## src/rtl/work_scheduler_if.sv

```systemverilog
// Bundle between the work scheduler and its neighbours: comm work in,
// hasher drive and hit back, golden-nonce handshake and status out.
// master = scheduler side, slave = the jtag_comm/hasher environment.
interface work_scheduler_if;
  logic [255:0] comm_midstate;
  logic [95:0]  comm_data;
  logic [255:0] midstate;
  logic [95:0]  data;
  logic [31:0]  nonce;
  logic         hit;
  logic         golden_valid;
  logic [31:0]  golden_nonce;
  logic         golden_ready;
  logic         busy;
  logic         overflow;

  modport master (
    input  comm_midstate, comm_data, hit, golden_ready,
    output midstate, data, nonce, golden_valid, golden_nonce, busy, overflow
  );

  modport slave (
    output comm_midstate, comm_data, hit, golden_ready,
    input  midstate, data, nonce, golden_valid, golden_nonce, busy, overflow
  );
endinterface

```

## src/rtl/work_scheduler.sv

```systemverilog
// work_scheduler: latches new work from comm, counts nonces into the hasher,
// blanks stale hasher results and queues golden nonces in a small FIFO.
// Optional macro WORK_SCHED_EXHAUST_STOP_EN: stop after one pass over the
// nonce range (RUN -> DRAIN -> EXHAUSTED); otherwise the nonce wraps forever.
module work_scheduler #(
  parameter int PIPE_LATENCY = 254,
  parameter int NONCE_BITS   = 32,
  parameter int FIFO_DEPTH   = 4
) (
  input logic             hash_clk,
  input logic             reset,
  work_scheduler_if.master bus
);
  localparam int BW = $clog2(PIPE_LATENCY + 1);
  localparam int AW = $clog2(FIFO_DEPTH);
  localparam int CW = AW + 1;
  localparam logic [32:0]   RANGE      = 33'd1 << NONCE_BITS;
  localparam logic [31:0]   NONCE_MAX  = 32'(RANGE - 33'd1);
  localparam logic [BW-1:0] BLANK_INIT = BW'(PIPE_LATENCY);

`ifdef WORK_SCHED_EXHAUST_STOP_EN
  typedef enum logic [1:0] {IDLE, RUN, DRAIN, EXHAUSTED} state_t;
`else
  typedef enum logic [0:0] {IDLE, RUN} state_t;
`endif

  state_t        state, state_nx;
  logic [31:0]   nonce_nx;
  logic [BW-1:0] blank, blank_nx;
  logic [31:0]   res, res_nx;
  logic          new_work, active, expired, accept;

  logic [31:0]   mem [FIFO_DEPTH];
  logic [AW-1:0] rd_ptr, wr_ptr;
  logic [CW-1:0] count;
  logic          full, pop, push_ok;

  // Work-change detect, hit eligibility and next-state/datapath selection.
  // Hit eligibility uses the pre-load state, so a hit coinciding with new
  // work still belongs to the old work.
  always_comb begin
    state_nx = state;
    nonce_nx = bus.nonce;
    blank_nx = blank;
    res_nx   = res;
    new_work = {bus.comm_midstate, bus.comm_data} != {bus.midstate, bus.data};
`ifdef WORK_SCHED_EXHAUST_STOP_EN
    active   = (state == RUN) || (state == DRAIN);
`else
    active   = (state == RUN);
`endif
    expired  = (blank == '0);
    accept   = bus.hit && active && expired;
    if (active && !expired) blank_nx = blank - BW'(1);
    // Result nonce tracks the nonce whose result is on hit this cycle.
    if (active && expired) res_nx = (res + 32'd1) & NONCE_MAX;
    case (state)
      RUN: begin
        nonce_nx = (bus.nonce + 32'd1) & NONCE_MAX;
`ifdef WORK_SCHED_EXHAUST_STOP_EN
        if (nonce_nx == NONCE_MAX) state_nx = DRAIN;
`endif
      end
`ifdef WORK_SCHED_EXHAUST_STOP_EN
      DRAIN: if (expired && res == NONCE_MAX) state_nx = EXHAUSTED;
`endif
      default: ;
    endcase
    if (new_work) begin
      state_nx = RUN;
      nonce_nx = '0;
      blank_nx = BLANK_INIT;
      res_nx   = '0;
    end
  end

  // Scheduler state and held work registers.
  always_ff @(posedge hash_clk) begin
    if (reset) begin
      state        <= IDLE;
      bus.midstate <= '0;
      bus.data     <= '0;
      bus.nonce    <= '0;
      blank        <= '0;
      res          <= '0;
    end else begin
      state     <= state_nx;
      bus.nonce <= nonce_nx;
      blank     <= blank_nx;
      res       <= res_nx;
      if (new_work) begin
        bus.midstate <= bus.comm_midstate;
        bus.data     <= bus.comm_data;
      end
    end
  end

  assign full    = (count == CW'(FIFO_DEPTH));
  assign pop     = (count != '0) && bus.golden_ready;
  // A pop in the same cycle frees the slot, so a full FIFO still takes it.
  assign push_ok = accept && (!full || pop);

  // Golden-nonce FIFO and sticky overflow flag.
  always_ff @(posedge hash_clk) begin
    if (reset) begin
      rd_ptr       <= '0;
      wr_ptr       <= '0;
      count        <= '0;
      bus.overflow <= 1'b0;
      for (int i = 0; i < FIFO_DEPTH; i++) mem[i] <= '0;
    end else begin
      if (push_ok) begin
        mem[wr_ptr] <= res;
        wr_ptr      <= wr_ptr + AW'(1);
      end
      if (pop) rd_ptr <= rd_ptr + AW'(1);
      if (accept && !push_ok) bus.overflow <= 1'b1;
      case ({push_ok, pop})
        2'b10:   count <= count + CW'(1);
        2'b01:   count <= count - CW'(1);
        default: ;
      endcase
    end
  end

  assign bus.golden_valid = (count != '0);
  assign bus.golden_nonce = (count != '0) ? mem[rd_ptr] : '0;
`ifdef WORK_SCHED_EXHAUST_STOP_EN
  assign bus.busy = (state == RUN) || (state == DRAIN);
`else
  assign bus.busy = (state == RUN);
`endif
endmodule

```

## src/flat_wrapper.sv

```systemverilog
// flat-port wrapper written by rule: the top's interface ports become plain ports
module work_scheduler_flat 
#(
  parameter int PIPE_LATENCY = 254,
  parameter int NONCE_BITS   = 32,
  parameter int FIFO_DEPTH   = 4
)
  (hash_clk, reset, bus_comm_midstate, bus_comm_data, bus_hit, bus_golden_ready, bus_midstate, bus_data, bus_nonce, bus_golden_valid, bus_golden_nonce, bus_busy, bus_overflow);
  work_scheduler_if bus_i ();
  input logic hash_clk;
  input logic reset;
  input wire logic [$bits(bus_i.comm_midstate)-1:0] bus_comm_midstate;
  input wire logic [$bits(bus_i.comm_data)-1:0] bus_comm_data;
  input wire logic [$bits(bus_i.hit)-1:0] bus_hit;
  input wire logic [$bits(bus_i.golden_ready)-1:0] bus_golden_ready;
  output wire logic [$bits(bus_i.midstate)-1:0] bus_midstate;
  output wire logic [$bits(bus_i.data)-1:0] bus_data;
  output wire logic [$bits(bus_i.nonce)-1:0] bus_nonce;
  output wire logic [$bits(bus_i.golden_valid)-1:0] bus_golden_valid;
  output wire logic [$bits(bus_i.golden_nonce)-1:0] bus_golden_nonce;
  output wire logic [$bits(bus_i.busy)-1:0] bus_busy;
  output wire logic [$bits(bus_i.overflow)-1:0] bus_overflow;
  assign bus_i.comm_midstate = bus_comm_midstate;
  assign bus_i.comm_data = bus_comm_data;
  assign bus_i.hit = bus_hit;
  assign bus_i.golden_ready = bus_golden_ready;
  assign bus_midstate = bus_i.midstate;
  assign bus_data = bus_i.data;
  assign bus_nonce = bus_i.nonce;
  assign bus_golden_valid = bus_i.golden_valid;
  assign bus_golden_nonce = bus_i.golden_nonce;
  assign bus_busy = bus_i.busy;
  assign bus_overflow = bus_i.overflow;
  work_scheduler #(.PIPE_LATENCY(PIPE_LATENCY), .NONCE_BITS(NONCE_BITS), .FIFO_DEPTH(FIFO_DEPTH)) u_core (.hash_clk(hash_clk), .reset(reset), .bus(bus_i));
endmodule
```

## config.mk

```make
export PLATFORM = sky130hd
export DESIGN_NAME = work_scheduler_flat
export DESIGN_NICKNAME = d
export VERILOG_FILES = /design/src/rtl/work_scheduler_if.sv /design/src/rtl/work_scheduler.sv /design/src/flat_wrapper.sv
export SDC_FILE = /design/constraint.sdc
export NUM_CORES = 1
export LEC_CHECK = 0
export CORE_AREA = 2 2 305 307
export DETAILED_ROUTE_END_ITERATION = 6
export DIE_AREA = 0 0 307 309
export SYNTH_ARGS = -nofsm -noshare
export SYNTH_HDL_FRONTEND = slang
export SYNTH_SLANG_ARGS = --single-unit
```

## constraint.sdc

```tcl
create_clock -name hash_clk -period 5.26 [get_ports hash_clk]
set_input_delay 0.526 -clock hash_clk [delete_from_list [all_inputs] [get_ports hash_clk]]
set_output_delay 0.526 -clock hash_clk [all_outputs]
set_load 0.01 [all_outputs]
```

=== Word level (Yosys, flattened, before mapping) ===
Memories as Yosys holds them, arrays and structs flattened. A register that Yosys moved wholly into a read port is not among the register bits.
Index checks and enable logic that the tools add are counted.

* Flip-flop bits (word level): 433
* RAM bits: 128
* Input port bits: 356
* Output and inout port bits: 419
* Logic and storage cells: 54
* Memories: 1

* $add $sub $neg: 7
* Eq/ne operators: 4
* Multiplexer cells: 14
* Reduce and logical (&&, ||, !) cells: 17

{| class="wikitable"
|+ Memory list
! memory !! depth !! bits a word !! rd ports !! clocked after Yosys merged registers in !! write ports !! line !! source
|-
| u_core.mem || 4 || 32 || 1 || 1 || 4 || work_scheduler.sv:33 || <nowiki>logic [31:0] mem [FIFO_DEPTH];</nowiki>
|}

{| class="wikitable"
|+ Operators by type and width
! kind !! count
|-
| $ne A352 B352 Y1 || 1
|-
| $add A32 B1 Y32 const B || 2
|-
| $mux W32 || 2
|-
| $reduce_or A32 Y1 || 1
|-
| $mux W8 || 2
|-
| $logic_not A8 Y1 || 1
|-
| $sub A8 B1 Y8 const B || 1
|-
| $logic_and A1 B1 Y1 || 7
|-
| $mux W1 || 6
|-
| $mux W2 || 3
|-
| $pmux W3 S2 || 1
|-
| $add A2 B1 Y2 const B || 2
|-
| $reduce_bool A2 Y1 || 2
|-
| $add A3 B1 Y3 const B || 1
|-
| $eq A3 B3 Y1 const B || 1
|-
| $logic_not A1 Y1 || 3
|-
| $reduce_bool A3 Y1 || 1
|-
| $sub A3 B1 Y3 const B || 1
|-
| $eq A2 B1 Y1 const B || 1
|-
| $eq A2 B2 Y1 const B || 1
|-
| $reduce_or A2 Y1 || 1
|-
| $logic_or A1 B1 Y1 || 1
|}

=== Longest topological paths before layout ===
Gate-level depths: netlist (run 1).

* Depth in word-level cells: 9
* Mapped depth: 10
* Mapped depth without buffers: 9

=== Worst setup path before layout (run 1) ===
OpenSTA, ideal clock, no wires.

* Path kind: register to register
* Start point: register u_core.blank[0]
* End point: memory u_core.mem[3][0], enable pin
* Data arrival time: 3,506 ps
* Required time: 4,794 ps
* Path slack: 1,288 ps
* Stages on the path, launching flop included: 8
* Clock period less this slack: 3,972 ps
* Cell sequence: dfxtp_1 -> inv_1 -> ha_1 -> and4bb_1 -> and4b_1 -> buf_2 -> nand2_1 -> o21ai_0

{| class="wikitable"
|+ RTL lines
! item !! line !! source
|-
| start: declaration || work_scheduler.sv:29 || <nowiki>logic [BW-1:0] blank, blank_nx;</nowiki>
|-
| start signal: assignment || work_scheduler.sv:89 || <nowiki>blank <= blank_nx;</nowiki>
|-
| end: declaration || work_scheduler.sv:33 ||
|}

=== Worst setup path in the final report (run 1) ===
* Start point: input bus_comm_data[71]
* End point: register u_core.bus.nonce[3]

* Cells in the longest elaborated chain, start to end: 2

{| class="wikitable"
|+ Ends and longest elaborated chain
! item !! line !! source
|-
| start: declaration || flat_wrapper.sv:13 || <nowiki>input wire logic [$bits(bus_i.comm_data)-1:0] bus_comm_data;</nowiki>
|-
| $ne A352 B352 Y1 || work_scheduler.sv:46 || <nowiki>new_work = {bus.comm_midstate, bus.comm_data} != {bus.midstate, bus.data};</nowiki>
|-
| $reduce_or A2 Y1 (no source line) || - ||
|-
| end signal: assignment || work_scheduler.sv:88 || <nowiki>bus.nonce <= nonce_nx;</nowiki>
|-
| end: declaration || work_scheduler_if.sv:19 || <nowiki>output midstate, data, nonce, golden_valid, golden_nonce, busy, overflow</nowiki>
|}

Every way passes these cells.
A chain may end at the register's enable or synchronous reset.

==> results.toml, run 1 <==
[setup_path]
cp_top_family = "simple AND/OR/NAND/NOR gates"
critical-path-max-stage-delay_ns = 0.70
crit_path_start = "bus_comm_data[71]"
timing.critical_path.required_ns = 5.77
worstPathArrival_ns = 4.32
end_kind = "flip-flop"
cell_by_cell_trace_of_the_critical_path = "clkdlybuf4s50_1 -> xor2_1 -> nor4_1 -> nand4_1 -> nor4_2 -> nand4_4 -> buf_4 -> buf_4 -> nor4_2"
critPathSlowestCell = "nor4_1"
r2r_start = "u_core.bus.data[71]$_SDFFE_PP0P_"
critical_path_buf_inv_count = 3
worstPathMaxFanout = 42
startpoint_type_of_the_worst_setup_path = "input port"
crit_path_kind = "in -> reg"

[die]
io-pin-count = 775
floorplan.rows = 111
dieHeight_um = 309
die_w_um = 307
floorplan.initialDensity_pct = 25.40
die_area_mm2 = 0.09486
design.core.area_mm2 = 0.09139

[route]
post_drt_wl_per_cell_um = 25.43
via_total_after_detailed_routing = 17660
initialDrtViolationCount = 1061
drt-vias-per-instance = 4.353
detailed_router_iteration_count_before_antenna_repair = 5
postRouteWirelength_mm = 103.2
drc = 0
antenna_left = 0

[clock_tree]
cts.sinks = 563
clock_tree_root_driver_cell = "clkbuf_16"
cts-root-to-sink-buffers = 3
post-cts-setup-buffers = 0
post_cts.resized_instances = 0
cts-buffers-inserted = 70
worstSkewPairLatency_ns = 0.63
cts_tree = "built"
hold_buffers = 0
clk_pin_slew_ns = 0.06
htree_levels = 3

[synth]
ys_dominant_reg_cell = "dfxtp_1"
net_count_of_the_mapped_netlist = 2395
ys_warns = 0
synth_async_sr_flop_share_pct = 0
avgSynthCellArea_um2 = 11.41
postSynthCellCount = 2035
ys_seq_elements = 563
post_synth_instance_area_mm2 = 0.02321
synth_enable_flop_cells = 128
synth_seq_area_share_pct = 54.07
synth.lib_cells_used.distinct = 45

[layout]
final_cell_area_mm2 = 0.03467
finish.utilization_pct = 37.93
layout.cells.most_common_list = "773 x clkdlybuf4s50_1, 433 x dfxtp_1, 380 x xor2_1, 353 x nor2b_1, 128 x edfxtp_1"
fillers = 9065
mostFrequentLayoutCell = "clkdlybuf4s50_1"
stdcell_count = 4058
area_delta_synth_final_pct = 49.33
post_route_cells_drive_above_1_share_pct = 8.450
final_net_count = 3168

[sta]
hold_violations = 0
timing.fmax_mhz = 262.6
tns_ns = 0
report.final.setup_viol = 0
tightest_slew_ns = 1.100
clock_skew_ns = 0.03651
rsz_0062_raised_after_global_routing = "false"
max-slew-margin-rel_pct = 26.66
final.min_clock_period_ns = 3.809
final_min_period_over_clock_period_pct = 72.41
timing.final.max_slew_violations = 0
final.hold.worst_slack_ns = 0.3516
postLayoutSetupSlackWorst_ns = 1.451

[global_routing]
grt_pass1_wl_mm = 138.3
grt_start_max_net_pins = 192
gr-total-overflow = 0
first_global_vias = 17520
grt_antenna_before_repair = 29
globalRouteTotalUtil_pct = 20.95

[placement]
post_place_setup_slack_ns = 0.6497
placed_cell_area_mm2 = 0.03225
detailedPlacementHpwl_mm = 83.78
numPlacedInstances = 3922
portBuffers = 774
place.gp.congestion = 0.9025

[power]
total_power_mw = 11.08
pwr_density_cell_mw_per_mm2 = 319.5
worst_ir_drop_vdd_v = 0.0002743
p_leak_nw = 12.86

[worst_hold_path]
worstHoldStart = "reset"
worst_hold_path_type = "in -> reg"

[run_status]
run_status = "complete, no violations"

[job]
max-cap-violations = 0
-- metal layers --
metal / global-route usage [%] / vias to the layer above / share of wire [%]
met2: 33.71 / 587 / 46
met1: 24.63 / 8466 / 40
met4: 8.452 / 40 / 4.1
met3: 8.852 / 156 / 9.7
met5: 0 / - / 0.26
li1: - / 8414 / -
-- path summary, 6_finish.rpt --
| path | end | slack [ns] | depth (start not counted) |
|---|---|---|---|
| max | u_core.bus.nonce[3]$_SDFFE_PP0P_ | 1.45 | 9 |
| min | flip-flop | 0.35 | 2 |
| max reg2reg | u_core.bus.nonce[3]$_SDFFE_PP0P_ | 1.46 | 8 |
| min reg2reg | u_core.count[2]$_SDFFE_PP0P_ | 0.51 | 2 |
-- cell families (layout without fill, tap and decap cells) --
kind of cell / Yosys count / after routing / share of synthesized area, %
xor+xnor: 424 / 424 / 16.00
buf+inv: 141 / 970 / 2.598
flops: 563 / 563 / 54.07
fa+ha+maj: 4 / 4 / 0.2480
compound gates: 24 / 24 / 0.7169
simple gates: 845 / 845 / 23.18
mux: 34 / 34 / 3.191
other cells: 0 / 8 / 0
-- flip-flops by register name (all words and copies together) (netlist names), named ones only --
signal and cells:
u_core.bus.overflow 1, u_core.count 3, u_core.blank 8, u_core.rd_ptr 2
u_core.mem 128, u_core.bus.nonce 32, u_core.bus.data 96, u_core.res 32
u_core.bus.midstate 256, u_core.wr_ptr 2, u_core.bus.busy 1
-- Yosys cell counts, types with 6 or more instances --
cell	count	area share [%]
dfxtp_1	435	38
and2_1	68	1.8
clkbuf_1	69	1.1
buf_6	8	0.39
nand4_1	37	1.0
nor3_1	9	0.19
buf_1	6	0.097
buf_2	8	0.17
xor2_1	380	14
nand3_1	21	0.45
and4_1	9	0.34
a21oi_1	6	0.13
nor2b_1	353	9.5
nor4_1	99	2.7
edfxtp_1	128	17
and3_1	7	0.19
nor4_2	68	3.7
xnor2_1	44	1.7
inv_1	46	0.74
nor2_1	95	1.5
o31a_1	8	0.30
mux4_2	32	3.1
nand2_1	63	1.0
-- power breakdown --
part | switching, mW | internal (mW) | total (mW) | leakage (nW)
registers | 0.138 | 4.62 | 4.75 | 4.82
logic | 0.601 | 0.685 | 1.29 | 6.89
clock network | 1.99 | 3.04 | 5.04 | 1.15
-- cell type report --
type | instances | area [um2] | share of cell area [%]
Timing Repair Buffer | 795 | 7945 | 22.92
Multi-Input combinational cell | 1331 | 10090 | 29.10
Sequential cell | 563 | 12550 | 36.22
Clock buffer | 106 | 2039 | 5.883
Antenna cell | 8 | 20.02 | 0.05775
Inverter | 47 | 176.4 | 0.5089
Clock inverter | 22 | 359.1 | 1.036
Tap cell | 1186 | 1484 | 4.281
No activity file was read; power rests on OpenSTA's default activity.
==> run 2: changes to the inputs <==
==> constraint.sdc (replaced) <==
create_clock -name hash_clk -period 3.55 [get_ports hash_clk]
set_input_delay 0.355 -clock hash_clk [delete_from_list [all_inputs] [get_ports hash_clk]]
set_output_delay 0.355 -clock hash_clk [all_outputs]
set_load 0.01 [all_outputs]
==> run 2 against run 1 <==
Critical path depth fell by 6; clock power rose by 41%; non-clock buffer count rose by 24; first-iteration DRC count barely moved; clock-buffer cell count fell by 1; worst setup slack got worse by 1.1 ns; core utilization rose by 0.10 points.
==> results.toml, run 2 (synthesized netlist as in run 1, its figures left out) <==
[placement]
detailedPlacementHpwl_mm = 84.52
place.gp.congestion = 0.8840
portBuffers = 774
numPlacedInstances = 3946
post_place_setup_slack_ns = -0.2360
placed_cell_area_mm2 = 0.03248

[die]
floorplan.initialDensity_pct = 25.40
die_area_mm2 = 0.09486
floorplan.rows = 111
design.core.area_mm2 = 0.09139
die_w_um = 307
dieHeight_um = 309
io-pin-count = 775

[route]
initialDrtViolationCount = 1060
antenna_left = 0
post_drt_wl_per_cell_um = 25.31
postRouteWirelength_mm = 103.1
detailed_router_iteration_count_before_antenna_repair = 4
via_total_after_detailed_routing = 17720
drt-vias-per-instance = 4.350
drc = 0

[clock_tree]
cts-buffers-inserted = 69
cts_tree = "built"
post-cts-setup-buffers = 0
htree_levels = 3
clk_pin_slew_ns = 0.06
hold_buffers = 0
clock_tree_root_driver_cell = "clkbuf_16"
cts.sinks = 563
worstSkewPairLatency_ns = 0.63
cts-root-to-sink-buffers = 3

[power]
worst_ir_drop_vdd_v = 0.0003898
pwr_density_cell_mw_per_mm2 = 462.5
total_power_mw = 16.08
p_leak_nw = 12.97

[sta]
max-slew-margin-rel_pct = 24.48
postLayoutSetupSlackWorst_ns = 0.3986
hold_violations = 0
rsz_0062_raised_after_global_routing = "false"
tightest_slew_ns = 1.133
clock_skew_ns = 0.03693
timing.final.max_slew_violations = 0
final.min_clock_period_ns = 3.151
timing.fmax_mhz = 317.3
report.final.setup_viol = 0
final_min_period_over_clock_period_pct = 88.77

[worst_hold_path]
worst_hold_path_type = "in -> reg"

[layout]
post_route_cells_drive_above_1_share_pct = 9.154
ff_latch_area_mm2 = 0.01255
area_delta_synth_final_pct = 49.74
mostFrequentLayoutCell = "clkdlybuf4s50_1"
fillers = 9069
multi_input_comb_area_mm2 = 0.01008
number_of_flip_flops_under_the_largest_register_name = 256
stdcell_count = 4074
largestRegisters = "u_core.bus.midstate x256, u_core.mem x128, u_core.bus.data x96"
register_ranked_first_by_flip_flop_count = "u_core.bus.midstate"
layout.cells.most_common_list = "773 x clkdlybuf4s50_1, 434 x dfxtp_1, 380 x xor2_1, 353 x nor2b_1, 128 x edfxtp_1"
final_cell_area_mm2 = 0.03476
final_net_count = 3191
finish.utilization_pct = 38.04

[setup_path]
setup.worst_path.end = "bus_golden_nonce[2]"
cell_by_cell_trace_of_the_critical_path = "or3_1 -> and2_1 -> clkdlybuf4s50_1"
startpoint_type_of_the_worst_setup_path = "flip-flop"
crit_path_start = "u_core.count[1]$_SDFFE_PP0P_"
worstPathArrival_ns = 2.80
crit_cells = 3
crit_path_kind = "reg -> out"
end_kind = "primary output"
r2r_start = "u_core.bus.midstate[117]$_SDFFE_PP0P_"
reg2reg_path_depth = 9
worstPathMaxFanout = 34
setup.reg_to_reg.worst_slack_ns = 0.48
critPathSlowestCell = "or3_1"
cp_top_family = "simple AND/OR/NAND/NOR gates"
critical-path-max-stage-delay_ns = 0.88
timing.critical_path.required_ns = 3.19
critical_path_buf_inv_count = 1
crit-reg2reg-capture = "u_core.res[0]$_SDFFE_PP0P_"

[run_status]
run_status = "complete, no violations"

[job]
max-cap-violations = 0

[global_routing]
grt_antenna_before_repair = 36
grt_start_max_net_pins = 148
globalRouteTotalUtil_pct = 21.13
gr-total-overflow = 0
grt_pass1_wl_mm = 138.8
first_global_vias = 17660
[run 2: routing by layer]
layer	wire [um]	up-vias	global-route usage [%]	part of all wire (%)
li1	-	8473	-	-
met1	40990	8427	24.93	40
met2	47820	602	33.99	46
met3	10100	175	9.338	9.8
met4	3905	46	7.589	3.8
met5	305	-	0	0.30
[run 2: worst register-to-register path: cells and delay by family (launching register included)]
family	cells	cell delay [ns]
XOR/XNOR	1	0.19
flip-flops	1	0.42
AND/OR/NAND/NOR	5	1.75
buffers and inverters	3	0.63
[run 2: power breakdown]
group | leakage (nW) | internal (mW) | switching, mW
clock | 1.12 | 4.23 | 2.89
sequential | 4.82 | 6.84 | 0.200
combinational | 7.03 | 1.02 | 0.895
[run 2: final cells by class]
cell class | instances | area share (%)
repair buffers | 819 | 23.56
well taps | 1186 | 4.269
inverters | 47 | 0.5075
flip-flops and latches | 563 | 36.11
multi-input cells | 1331 | 28.99
clock inverters | 19 | 0.4895
clock buffers | 105 | 6.036
diodes | 4 | 0.02880
[run 2: stage by stage]
step	TNS (ns)	hold WS, ns
floorplan	0	0.4748
global placement	-13.06	0.4978
detailed placement	-12.91	0.5058
CTS	0	0.05135
global route	0	0.06948
finish	0	0.08300
[run 2: what timing repair did]
action / CTS / global route
endpoints found under the hold margin: 0 / 0
setup endpoints to repair: 0 / 1
gates resized for setup: 0 / 1
[run 2: how the worst min path moves through the flow]
stage / start / to / slack [ns] / cells past startpoint
floorplan: u_core.count[2]$_SDFFE_PP0P_ / u_core.count[2]$_SDFFE_PP0P_ / 0.47 / 2
global placement: u_core.count[2]$_SDFFE_PP0P_ / u_core.count[2]$_SDFFE_PP0P_ / 0.50 / 2
detailed placement: u_core.count[2]$_SDFFE_PP0P_ / u_core.count[2]$_SDFFE_PP0P_ / 0.51 / 2
CTS: reset / u_core.rd_ptr[0]$_SDFFE_PP0P_ / 0.05 / 2
global route: reset / u_core.bus.data[33]$_SDFFE_PP0P_ / 0.07 / 2
finish: reset / u_core.bus.midstate[119]$_SDFFE_PP0P_ / 0.08 / 2
==> run 3: changes to the inputs <==
--- a/config.mk
+++ b/config.mk
@@ -5,9 +5,11 @@
 export SDC_FILE = /design/constraint.sdc
 export NUM_CORES = 1
 export LEC_CHECK = 0
+export ABC_AREA = 0
 export CORE_AREA = 2 2 305 307
 export DETAILED_ROUTE_END_ITERATION = 6
 export DIE_AREA = 0 0 307 309
+export SETUP_SLACK_MARGIN = 0.4
 export SYNTH_ARGS = -nofsm -noshare
 export SYNTH_HDL_FRONTEND = slang
 export SYNTH_SLANG_ARGS = --single-unit
==> run 3 against run 2 <==
Clock-buffer cell count did not move; critical endpoint unchanged; largest cell class unchanged; total power barely moved; via count rose by 0.15%.
==> results.toml, run 3 (synthesized netlist as in run 1, its figures left out) <==
[setup_path]
cp_top_family = "simple AND/OR/NAND/NOR gates"
cell_by_cell_trace_of_the_critical_path = "or3_2 -> and2_1 -> clkdlybuf4s50_1"
worstPathMaxFanout = 34
r2r_start = "u_core.bus.midstate[117]$_SDFFE_PP0P_"
timing.critical_path.required_ns = 3.19
reg2reg_path_depth = 9
startpoint_type_of_the_worst_setup_path = "flip-flop"
crit_path_kind = "reg -> out"
worstPathArrival_ns = 2.56
crit-reg2reg-capture = "u_core.res[21]$_SDFFE_PP0P_"
setup.reg_to_reg.worst_slack_ns = 0.66
critPathSlowestCell = "or3_2"
end_kind = "primary output"
critical_path_buf_inv_count = 1
critical-path-max-stage-delay_ns = 0.78

[die]
io-pin-count = 775
dieHeight_um = 309
design.core.area_mm2 = 0.09139
die_w_um = 307
floorplan.initialDensity_pct = 25.40
die_area_mm2 = 0.09486
floorplan.rows = 111

[clock_tree]
clock_tree_root_driver_cell = "clkbuf_16"
cts_tree = "built"
cts-buffers-inserted = 69
cts-root-to-sink-buffers = 3
htree_levels = 3
clk_pin_slew_ns = 0.06
worstSkewPairLatency_ns = 0.63
cts.sinks = 563

[layout]
largestRegisters = "u_core.bus.midstate x256, u_core.mem x128, u_core.bus.data x96"
area_delta_synth_final_pct = 49.82
post_route_cells_drive_above_1_share_pct = 9.258
mostFrequentLayoutCell = "clkdlybuf4s50_1"
register_ranked_first_by_flip_flop_count = "u_core.bus.midstate"
final_cell_area_mm2 = 0.03478
layout.cells.most_common_list = "773 x clkdlybuf4s50_1, 433 x dfxtp_1, 380 x xor2_1, 353 x nor2b_1, 128 x edfxtp_1"
final_net_count = 3191
number_of_flip_flops_under_the_largest_register_name = 256
fillers = 9064
finish.utilization_pct = 38.06

[worst_hold_path]
worstHoldStart = "reset"
min_path_cells = 2
worst_hold_path_type = "in -> reg"
timing.hold.worst_endpoint = "u_core.bus.midstate[119]$_SDFFE_PP0P_"

[global_routing]
gr-total-overflow = 0
grt_start_max_net_pins = 148
first_global_vias = 17660
grt_antenna_before_repair = 36
grt_pass1_wl_mm = 138.8
globalRouteTotalUtil_pct = 21.13

[power]
p_leak_nw = 12.97
worst_ir_drop_vdd_v = 0.0003896
total_power_mw = 16.08
pwr_density_cell_mw_per_mm2 = 462.3

[sta]
timing.final.max_slew_violations = 0
max-slew-margin-rel_pct = 34.05
tightest_slew_ns = 0.9893
hold_violations = 0
final_min_period_over_clock_period_pct = 82.00
postLayoutSetupSlackWorst_ns = 0.6389
rsz_0062_raised_after_global_routing = "false"
final.min_clock_period_ns = 2.911
clock_skew_ns = 0.03702
timing.fmax_mhz = 343.5
final.hold.worst_slack_ns = 0.08352
report.final.setup_viol = 0

[route]
drc = 0
initialDrtViolationCount = 1074
drt-vias-per-instance = 4.357
detailed_router_iteration_count_before_antenna_repair = 5
via_total_after_detailed_routing = 17750
antenna_left = 0
postRouteWirelength_mm = 103.1
post_drt_wl_per_cell_um = 25.31

[placement]
placed_cell_area_mm2 = 0.03248
portBuffers = 774
place.gp.congestion = 0.8840
post_place_setup_slack_ns = -0.2360
detailedPlacementHpwl_mm = 84.52

[run_status]
run_status = "complete, no violations"

[job]
max-cap-violations = 0
run 3: final cells by class:
| cell class | instances | area (um2) | share of cell area [%] |
|---|---|---|---|
| Inverter | 47 | 176.4 | 0.5073 |
| Antenna cell | 4 | 10.01 | 0.02878 |
| Sequential cell | 563 | 12550 | 36.10 |
| Clock inverter | 19 | 170.2 | 0.4893 |
| Multi-Input combinational cell | 1331 | 10090 | 29.03 |
| Timing Repair Buffer | 819 | 8190 | 23.55 |
| Clock buffer | 105 | 2098 | 6.033 |
| Tap cell | 1186 | 1484 | 4.267 |
run 3: worst max path at each step:
stage / from / endpoint / slack, ns / cells after the start
after detailed placement: bus_comm_midstate[117] / u_core.res[0]$_SDFFE_PP0P_ / -0.24 / 10
after global routing: u_core.bus.midstate[117]$_SDFFE_PP0P_ / u_core.res[31]$_SDFFE_PP0P_ / 0.47 / 9
final: u_core.count[2]$_SDFFE_PP0P_ / bus_golden_nonce[2] / 0.64 / 3
after floorplan: u_core.blank[0]$_SDFFE_PP0P_ / u_core.mem[3][0]$_DFFE_PP_ / 0.44 / 7
after CTS: u_core.bus.midstate[117]$_SDFFE_PP0P_ / u_core.res[0]$_SDFFE_PP0P_ / 0.42 / 9
after global placement: bus_comm_midstate[117] / u_core.res[16]$_SDFFE_PP0P_ / -0.22 / 10
run 3: through the flow:
| step | instances | TNS [ns] |
|---|---|---|
| floorplan | 2035 | 0 |
| global placement | 3946 | -13.06 |
| detailed placement | 3946 | -12.91 |
| CTS | 4070 | 0 |
| global route | 4070 | 0 |
| finish | 4074 | 0 |
run 3: layer usage:
metal	track usage, %	wire [um]
met2	33.99	47870
met1	24.93	40770
met5	0	305
met3	9.338	10280
met4	7.589	3900
run 3: report_power, final:
part / internal (mW) / total [mW] / switching [mW]
clock: 4.23 / 7.12 / 2.89
sequential: 6.84 / 7.04 / 0.200
combinational: 1.02 / 1.92 / 0.898
total: 12.1 / 16.1 / 3.99
run 3: repair_timing:
| item | 4_1_cts | 5_1_grt |
|---|---|---|
| gates resized for setup | 3 | 2 |
| buffers inserted | 0 | 0 |
| endpoints found under the setup margin | 89 | 56 |
| gates cloned | 0 | 0 |
| pin swaps | 0 | 0 |
| hold buffers | 0 | 0 |
